<file path="src/rtl/dmem_arbiter.sv">
`default_nettype none
// ============================================================================
// dmem_arbiter : round-robin arbiter/sequencer for the shared data memory
// Revision 1.0
// ============================================================================
module dmem_arbiter #(
    parameter int ADDR_W = 32,
    parameter int DATA_W = 32,
    parameter int CNT_W  = 16
) (
    input  logic              clk,
    input  logic              rst,
    input  logic              req0_i,
    input  logic              req1_i,
    input  logic              we0_i,
    input  logic              we1_i,
    input  logic [ADDR_W-1:0] addr0_i,
    input  logic [ADDR_W-1:0] addr1_i,
    input  logic [DATA_W-1:0] wdata0_i,
    input  logic [DATA_W-1:0] wdata1_i,
    input  logic [2:0]        ctrl0_i,
    input  logic [2:0]        ctrl1_i,
    output logic              gnt0_o,
    output logic              gnt1_o,
    output logic              rvalid0_o,
    output logic              rvalid1_o,
    output logic [DATA_W-1:0] rdata_o,
    output logic              cpu_stall_o,
    output logic              mem_en_o,
    output logic              mem_we_o,
    output logic [ADDR_W-1:0] mem_addr_o,
    output logic [DATA_W-1:0] mem_wdata_o,
    output logic [2:0]        mem_ctrl_o,
    input  logic [DATA_W-1:0] mem_rdata_i,
    output logic [CNT_W-1:0]  stall_cnt_o
);

    typedef enum logic [0:0] {
        IDLE    = 1'b0,
        RD_WAIT = 1'b1
    } state_t;

    state_t             state_q, state_d;
    logic               last_q, last_d;
    logic               owner_q, owner_d;
    logic [CNT_W-1:0]   stall_cnt_q, stall_cnt_d;
    logic               w_grant;
    logic               w_sel;

    always_comb begin
        state_d   = state_q;
        last_d    = last_q;
        owner_d   = owner_q;
        w_grant   = 1'b0;
        w_sel     = 1'b0;
        gnt0_o    = 1'b0;
        gnt1_o    = 1'b0;
        rvalid0_o = 1'b0;
        rvalid1_o = 1'b0;
        mem_en_o  = 1'b0;
        mem_we_o  = 1'b0;

        // Outputs are suppressed while rst is high so a pending read is dropped.
        if (!rst) begin
            case (state_q)
                IDLE: begin
                    if (req0_i && (!req1_i || last_q)) begin
                        w_grant = 1'b1;
                        w_sel   = 1'b0;
                    end else if (req1_i) begin
                        w_grant = 1'b1;
                        w_sel   = 1'b1;
                    end
                end
                RD_WAIT: begin
                    rvalid0_o = ~owner_q;
                    rvalid1_o = owner_q;
                    state_d   = IDLE;
                end
                default: state_d = IDLE;
            endcase
        end

        if (w_grant) begin
            gnt0_o   = ~w_sel;
            gnt1_o   = w_sel;
            mem_en_o = 1'b1;
            mem_we_o = w_sel ? we1_i : we0_i;
            last_d   = w_sel;
            if (!mem_we_o) begin
                state_d = RD_WAIT;
                owner_d = w_sel;
            end
        end

        mem_addr_o  = w_sel ? addr1_i  : addr0_i;
        mem_wdata_o = w_sel ? wdata1_i : wdata0_i;
        mem_ctrl_o  = w_sel ? ctrl1_i  : ctrl0_i;
    end

    assign rdata_o     = mem_rdata_i;
    assign cpu_stall_o = req0_i & ~(gnt0_o & we0_i) & ~rvalid0_o;
    assign stall_cnt_o = stall_cnt_q;

    always_comb begin
        stall_cnt_d = stall_cnt_q;
        if (cpu_stall_o && (stall_cnt_q != {CNT_W{1'b1}})) begin
            stall_cnt_d = stall_cnt_q + 1'b1;
        end
    end

    always_ff @(posedge clk) begin
        if (rst) begin
            state_q     <= IDLE;
            last_q      <= 1'b1;
            owner_q     <= 1'b0;
            stall_cnt_q <= '0;
        end else begin
            state_q     <= state_d;
            last_q      <= last_d;
            owner_q     <= owner_d;
            stall_cnt_q <= stall_cnt_d;
        end
    end

endmodule
`default_nettype wire

</file>
<file path="config.mk">
export PLATFORM = sky130hd
export DESIGN_NAME = dmem_arbiter
export DESIGN_NICKNAME = d
export VERILOG_FILES = /design/src/rtl/dmem_arbiter.sv
export SDC_FILE = /design/constraint.sdc
export NUM_CORES = 1
export LEC_CHECK = 0
export ABC_AREA = 0
export CORE_AREA = 5 5 110 112
export CTS_BUF_LIST = sky130_fd_sc_hd__clkbuf_4 sky130_fd_sc_hd__clkbuf_8
export DETAILED_ROUTE_END_ITERATION = 8
export DIE_AREA = 0 0 115 117
export GPL_TIMING_DRIVEN = 0
export PLACE_DENSITY = 0.67
export SETUP_SLACK_MARGIN = 0.1
export SYNTH_ARGS = -nofsm -noshare
export SYNTH_HDL_FRONTEND = slang
export SYNTH_SLANG_ARGS = --single-unit
</file>
<file path="constraint.sdc">
create_clock -name clk -period 2.3 [get_ports clk]
set_input_delay 0.575 -clock clk [delete_from_list [all_inputs] [get_ports clk]]
set_output_delay 0.575 -clock clk [all_outputs]
set_load 0.02 [all_outputs]
</file>
==> summary.txt, run 1 <==
status: finished, final reports clean
Tightest Pin Transition: 0.497 ns
Clock Latency Late Sink: 0.25 ns
area leader, netlist: nand2_1
maxcap violations: 0
global route overflow: 0
Final Non-Filler Cells: 790
Syn Area/Cell: 5.75 sq um
min-delay worst type: reg2reg
Pwr Total: 0.00173 W
CP bufs+invs: 4
Crit Path Category: in2out
Synth Register Bits: 19
drt wl/cell: 17.7 microns
Clk pwr share: 0.143
Tmin final: 2.20 ns
Die Area: 0.0135 sq mm
slowest stage cell on the critical path: a21boi_4
root buffer cell: clkbuf_8
Die W: 115 microns
via/cell ratio: 4.33
Switching Fraction: 0.373
switching power: 0.000646 W
Crit path arrival time: 1.63 ns
TritonCTS clock tree: built
vias in the first global route: 3189
Max Slew Vio Count: 0
antenna violations before repair: 1
P_int: 0.00109 W
HPWL Detailed: 11600 microns
crit path cell chain: buf_8 -> a21boi_4 -> nand2_4 -> clkbuf_16 -> clkbuf_8 -> nand2_1 -> nand2_4 -> buf_6
H-tree Lvls: 1
clock sink total: 19
global-route wire length before repair: 18300 microns
Max Fclk: 454 MHz
Yosys Warn Count: 0
routed wl met3: 1150 microns
Crit path max-delay family: buffers and inverters
CTS buffer count: 3
fill count: 1066
final hold violation count: 0
metal1 wirelength: 5890 microns
final setup violation count: 0
largest net degree at the start of global routing: 11
routability cong.: 0.820
Tot GR Track Use: 0.176
final wirelength: 14000 microns
Ports: 294
share of the clock period used by the worst path after layout: 0.957
Finished Core Util: 0.510
peak supply drop: 0.000248 V
static leakage: 2.68 nW
CTS max path bufs: 2
crit path capture type: primary output
Total Nets Final: 821
area of the multi-input gates: 0.00177 sq mm
startpoint types: primary input
cell area after synthesis: 0.00211 sq mm
Initial Util: 0.189
IO buf count: 261
Core ar.: 0.0111 sq mm
Via Count: 3424
synth top area cells: nand2_1 (37%), dfxtp_1 (18%), buf_4 (11%)
RSZ-0062 raised after global routing: yes
Max Used Layer: met5
Rows: 39
register area share after synthesis: 0.181
Syn Nets: 539
pwr dens: 306 mW/mm^2
worst-case clock skew: 0.00331 ns
post-synthesis cell count: 366
Vert. Die Dim: 117 microns
DR DRC count: 0
P&R area growth vs syn: 169%
Top cell by count, worst path: nand2_4
Worst Path Required: 1.73 ns
metal2 WL: 6820 microns
DRT antenna net count: 0
Post-Place Cells: 770
crit path max fanout: 10
combinational share of power: 0.658
router iterations before antenna repair: 5
Yosys cell types: 40
Reg clk slew, reported paths: 0.07 ns
commonest non-fill, non-tap cell in the layout: clkdlybuf4s50_1
critical path's largest stage delay: 0.19 ns
Iteration-0 DRC Markers: 104
layout cells sized above 1: 0.340
Synth top area share: 0.367
flip-flop and latch area: 380 sq um
Flop pwr share: 0.199
slew margin rel.: 0.669
most frequent cells in the layout: clkdlybuf4s50_1 (184), nand2_1 (146), buf_4 (65), buf_6 (40), nand2_2 (31)
ANT cells: 0
[final timing paths]
| check | start | endpoint | slack, ns | cells after the start |
|---|---|---|---|---|
| max reg2reg | state_q$_SDFF_PP0_ | stall_cnt_o[5]$_SDFFE_PP0P_ | 0.32 | 6 |
| max | req1_i | mem_wdata_o[22] | 0.1 | 8 |
| min | owner_q$_SDFFE_PP0P_ | owner_q$_SDFFE_PP0P_ | 0.55 | 2 |
| min reg2reg | owner_q$_SDFFE_PP0P_ | owner_q$_SDFFE_PP0P_ | 0.55 | 2 |
[cells in the mapped netlist, drive strengths merged]
master and instances:
ha 1, nor2b 2, and3 5, and4 1
dfxtp 19, o211ai 1, a311oi 1, nor2 20
xnor2 11, mux2 2, a21oi 4, inv 5
a21boi 1, o21bai 1, nand4 2, a311o 1
nand3 7, o21ai 3, and2 2, buf 37
clkbuf 13, a31o 1, a211oi 2, nor4 5
nand2b 1, mux2i 2, or2 2, nand2 206
nor3b 1, nor3 5, nor4b 2
[metrics by stage]
step                      cell area [sq um]  hold slack [ns]  setup TNS [ns]  worst slack, ns
final                                  5670            0.555               0           0.0983
after global routing                   5670            0.588               0           0.0419
after CTS                              5180            0.541               0           0.0620
after detailed placement               4910            0.519          -99.24            -1.60
after global placement                 4910            0.494          -96.88            -1.56
after floorplan                        2120            0.484               0            0.102
[layer usage]
| layer | GRT usage | vias to the layer above |
|---|---|---|
| li1 | - | 1679 |
| met1 | 0.238 | 1573 |
| met2 | 0.280 | 158 |
| met3 | 0.0524 | 12 |
| met4 | 0.0329 | 2 |
| met5 | 0 | - |
[tightest hold or removal path, cell delays in order (launching register included)]
cell,delay (ns)
dfxtp_1,0.34
o21ai_0,0.10
a21oi_1,0.07
[sequential cells by signal, indices dropped and copies added (netlist names)]
name and cells:
owner_q 1, stall_cnt_o 16, state_q 1, last_q 1
[area by class of cell]
class                           count  share of cell area
Buffer                             50              0.0889
Clock buffer                        4             0.00861
Inverter                            5             0.00463
Multi-Input combinational cell    292               0.312
Sequential cell                    19              0.0671
Tap cell                          143              0.0316
Timing Repair Buffer              277               0.487
[kinds of logic (layout without fill, tap and decap cells)]
family,after synthesis,after routing,share of synthesized area
compound gates,15,15,0.0475
mux,4,4,0.0202
buf+inv,55,336,0.159
simple gates,261,261,0.541
fa+ha+maj,1,1,0.00594
xor+xnor,11,11,0.0458
flops,19,19,0.181
[power by group through the flow]
| stage | registers (W) | clock network (W) | logic, W |
|---|---|---|---|
| finish | 0.000346 | 0.000247 | 0.00114 |
| global route | 0.000347 | 0.000267 | 0.00120 |
| CTS | 0.000346 | 0.000249 | 0.00103 |
| detailed placement | 0.000352 | 0 | 0.000988 |
| global placement | 0.000351 | 0 | 0.000983 |
| floorplan | 0.000355 | 0 | 0.000393 |
[timing repair]
action,CTS,global route
resized for setup,427,128
endpoints found under the setup margin,84,72
gates cloned,2,3
pin swaps,5,30
setup buffers,6,5
hold buffers,0,0
No activity file was read; power rests on OpenSTA's default activity.
==> run 2, diff against run 1 <==
--- a/config.mk
+++ b/config.mk
@@ -12,7 +12,7 @@
 export DIE_AREA = 0 0 115 117
 export GPL_TIMING_DRIVEN = 0
 export PLACE_DENSITY = 0.67
-export SETUP_SLACK_MARGIN = 0.1
+export SETUP_SLACK_MARGIN = 0.2
 export SYNTH_ARGS = -nofsm -noshare
 export SYNTH_HDL_FRONTEND = slang
 export SYNTH_SLANG_ARGS = --single-unit
==> run 2 against run 1 <==
- setup slack lost 0.023 ns
- maximum frequency shrank 1.0%
- total power grew 8.2%
- clock power shrank 3%
- wire length grew 3.8%
- register-to-register slack gained 0.07 ns
- critical path depth is the same
- count of clock-buffer cells in the layout shrank 1
- largest power group unchanged
==> summary.txt, run 2 (synthesis results as in run 1) <==
worst reg2reg setup slack: 0.39 ns
IO buf count: 261
CTS buffer count: 3
Tot GR Track Use: 0.191
DR DRC count: 0
Tmin final: 2.22 ns
Clock Latency Late Sink: 0.26 ns
Finished Core Util: 0.566
routability cong.: 0.836
Reg clk slew, reported paths: 0.08 ns
Post-Place Cells: 770
peak supply drop: 0.000294 V
DRT antenna net count: 0
post-cts hold buffer count: 0
TritonCTS clock tree: built
Top cell by count, worst path: clkbuf_16
Worst Path Required: 1.73 ns
Tightest Pin Transition: 0.438 ns
min-delay worst type: reg2reg
worst-case clock skew: 0.00411 ns
via/cell ratio: 4.39
reg2reg end: stall_cnt_o[15]$_SDFFE_PP0P_
CTS max path bufs: 2
static leakage: 2.85 nW
slowest stage cell on the critical path: a21boi_4
Clk pwr share: 0.127
Vert. Die Dim: 117 microns
Die W: 115 microns
global-route wire length before repair: 20000 microns
HPWL Detailed: 11200 microns
Max Fclk: 450 MHz
Ports: 294
Rows: 39
vias in the first global route: 3556
FF-to-FF Start: stall_cnt_o[12]$_SDFFE_PP0P_
Iteration-0 DRC Markers: 146
Die Area: 0.0135 sq mm
Max Slew Vio Count: 0
Crit Path Category: in2out
crit path max fanout: 7
Initial Util: 0.189
Setup crit end: mem_wdata_o[21]
RSZ-0062 raised after global routing: yes
P_int: 0.00117 W
crit path cell chain: buf_8 -> a21boi_4 -> nand2_8 -> clkbuf_16 -> clkbuf_16 -> nand2_4 -> nand2_2 -> buf_6
commonest non-fill, non-tap cell in the layout: clkdlybuf4s50_1
startpoint types: primary input
global route overflow: 0
drt wl/cell: 18.2 microns
antenna violations before repair: 5
combinational share of power: 0.688
Crit path arrival time: 1.65 ns
switching power: 0.000705 W
Flop pwr share: 0.185
H-tree Lvls: 1
Via Count: 3515
reg2reg path depth: 5
maxcap violations: 0
setup ws final: 0.0757 ns
Largest register FFs: 16
largest net degree at the start of global routing: 12
pwr dens: 298 mW/mm^2
final setup violation count: 0
dpl ws: -1.42 ns
final wirelength: 14500 microns
Final Non-Filler Cells: 801
Switching Fraction: 0.376
ANT cells: 0
share of the clock period used by the worst path after layout: 0.967
clock sink total: 19
Setup crit start: req0_i
critical path's largest stage delay: 0.22 ns
final hold violation count: 0
setup TNS: 0 ns
router iterations before antenna repair: 4
status: finished, final reports clean
most frequent cells in the layout: clkdlybuf4s50_1 (183), nand2_2 (88), buf_6 (71), nand2_1 (70), nand2_4 (47)
Total Nets Final: 832
P&R area growth vs syn: 199%
Core ar.: 0.0111 sq mm
crit path capture type: primary output
layout cells sized above 1: 0.480
root buffer cell: clkbuf_8
slew margin rel.: 0.708
run 2: timing repair:
action                     CTS  global route
resized for setup          613            87
buffers inserted            12             2
setup endpoints to repair   89            72
pin swaps                   74            61
gates cloned                12             1
run 2: worst max-delay path: cells and delay by family:
family | cells | cell delay, ns
AOI/OAI and AO/OA | 1 | 0.22
and+or+nand+nor | 3 | 0.23
buffers and inverters | 4 | 0.61
run 2: worst min path at each step:
stage,from,end,cells past startpoint
2_1_floorplan,owner_q$_SDFFE_PP0P_,owner_q$_SDFFE_PP0P_,2
3_3_place_gp,last_q$_SDFFE_PP1N_,last_q$_SDFFE_PP1N_,2
3_5_place_dp,owner_q$_SDFFE_PP0P_,owner_q$_SDFFE_PP0P_,2
4_1_cts,owner_q$_SDFFE_PP0P_,owner_q$_SDFFE_PP0P_,2
5_1_grt,owner_q$_SDFFE_PP0P_,owner_q$_SDFFE_PP0P_,2
6_report,owner_q$_SDFFE_PP0P_,owner_q$_SDFFE_PP0P_,2
run 2: power by group through the flow:
| stage | registers [W] | clock network, W | logic, W |
|---|---|---|---|
| 3_3_place_gp | 0.000351 | 0 | 0.000983 |
| 2_1_floorplan | 0.000355 | 0 | 0.000401 |
| 4_1_cts | 0.000345 | 0.000244 | 0.00121 |
| 3_5_place_dp | 0.000351 | 0 | 0.000987 |
| 5_1_grt | 0.000348 | 0.000262 | 0.00136 |
| 6_report | 0.000346 | 0.000239 | 0.00129 |
run 2: routing by layer:
metal | GRT usage | vias up | wire length (microns)
li1 | - | 1705 | -
met1 | 0.230 | 1626 | 5370
met2 | 0.333 | 155 | 7520
met3 | 0.0781 | 19 | 1510
met4 | 0.0125 | 10 | 82
met5 | 0 | - | 63
run 2: cell type report:
class / count / area, sq um
plain buffers: 50 / 542
clock buffers: 3 / 41.3
clock inverters: 1 / 5.00
fillers: 966 / 4830
inverters: 5 / 33.8
multi-input cells: 292 / 2050
flip-flops and latches: 19 / 383
well taps: 143 / 179
repair buffers: 287 / 3050
repair inverters: 1 / 11.3
run 2: stage by stage:
step           total power [W]  hold slack, ns  instance area [sq um]
2_1_floorplan         0.000756           0.484                   2150
3_3_place_gp           0.00133           0.501                   4940
3_5_place_dp           0.00134           0.509                   4940
4_1_cts                0.00180           0.523                   5940
5_1_grt                0.00197           0.582                   6290
6_report               0.00188           0.527                   6290
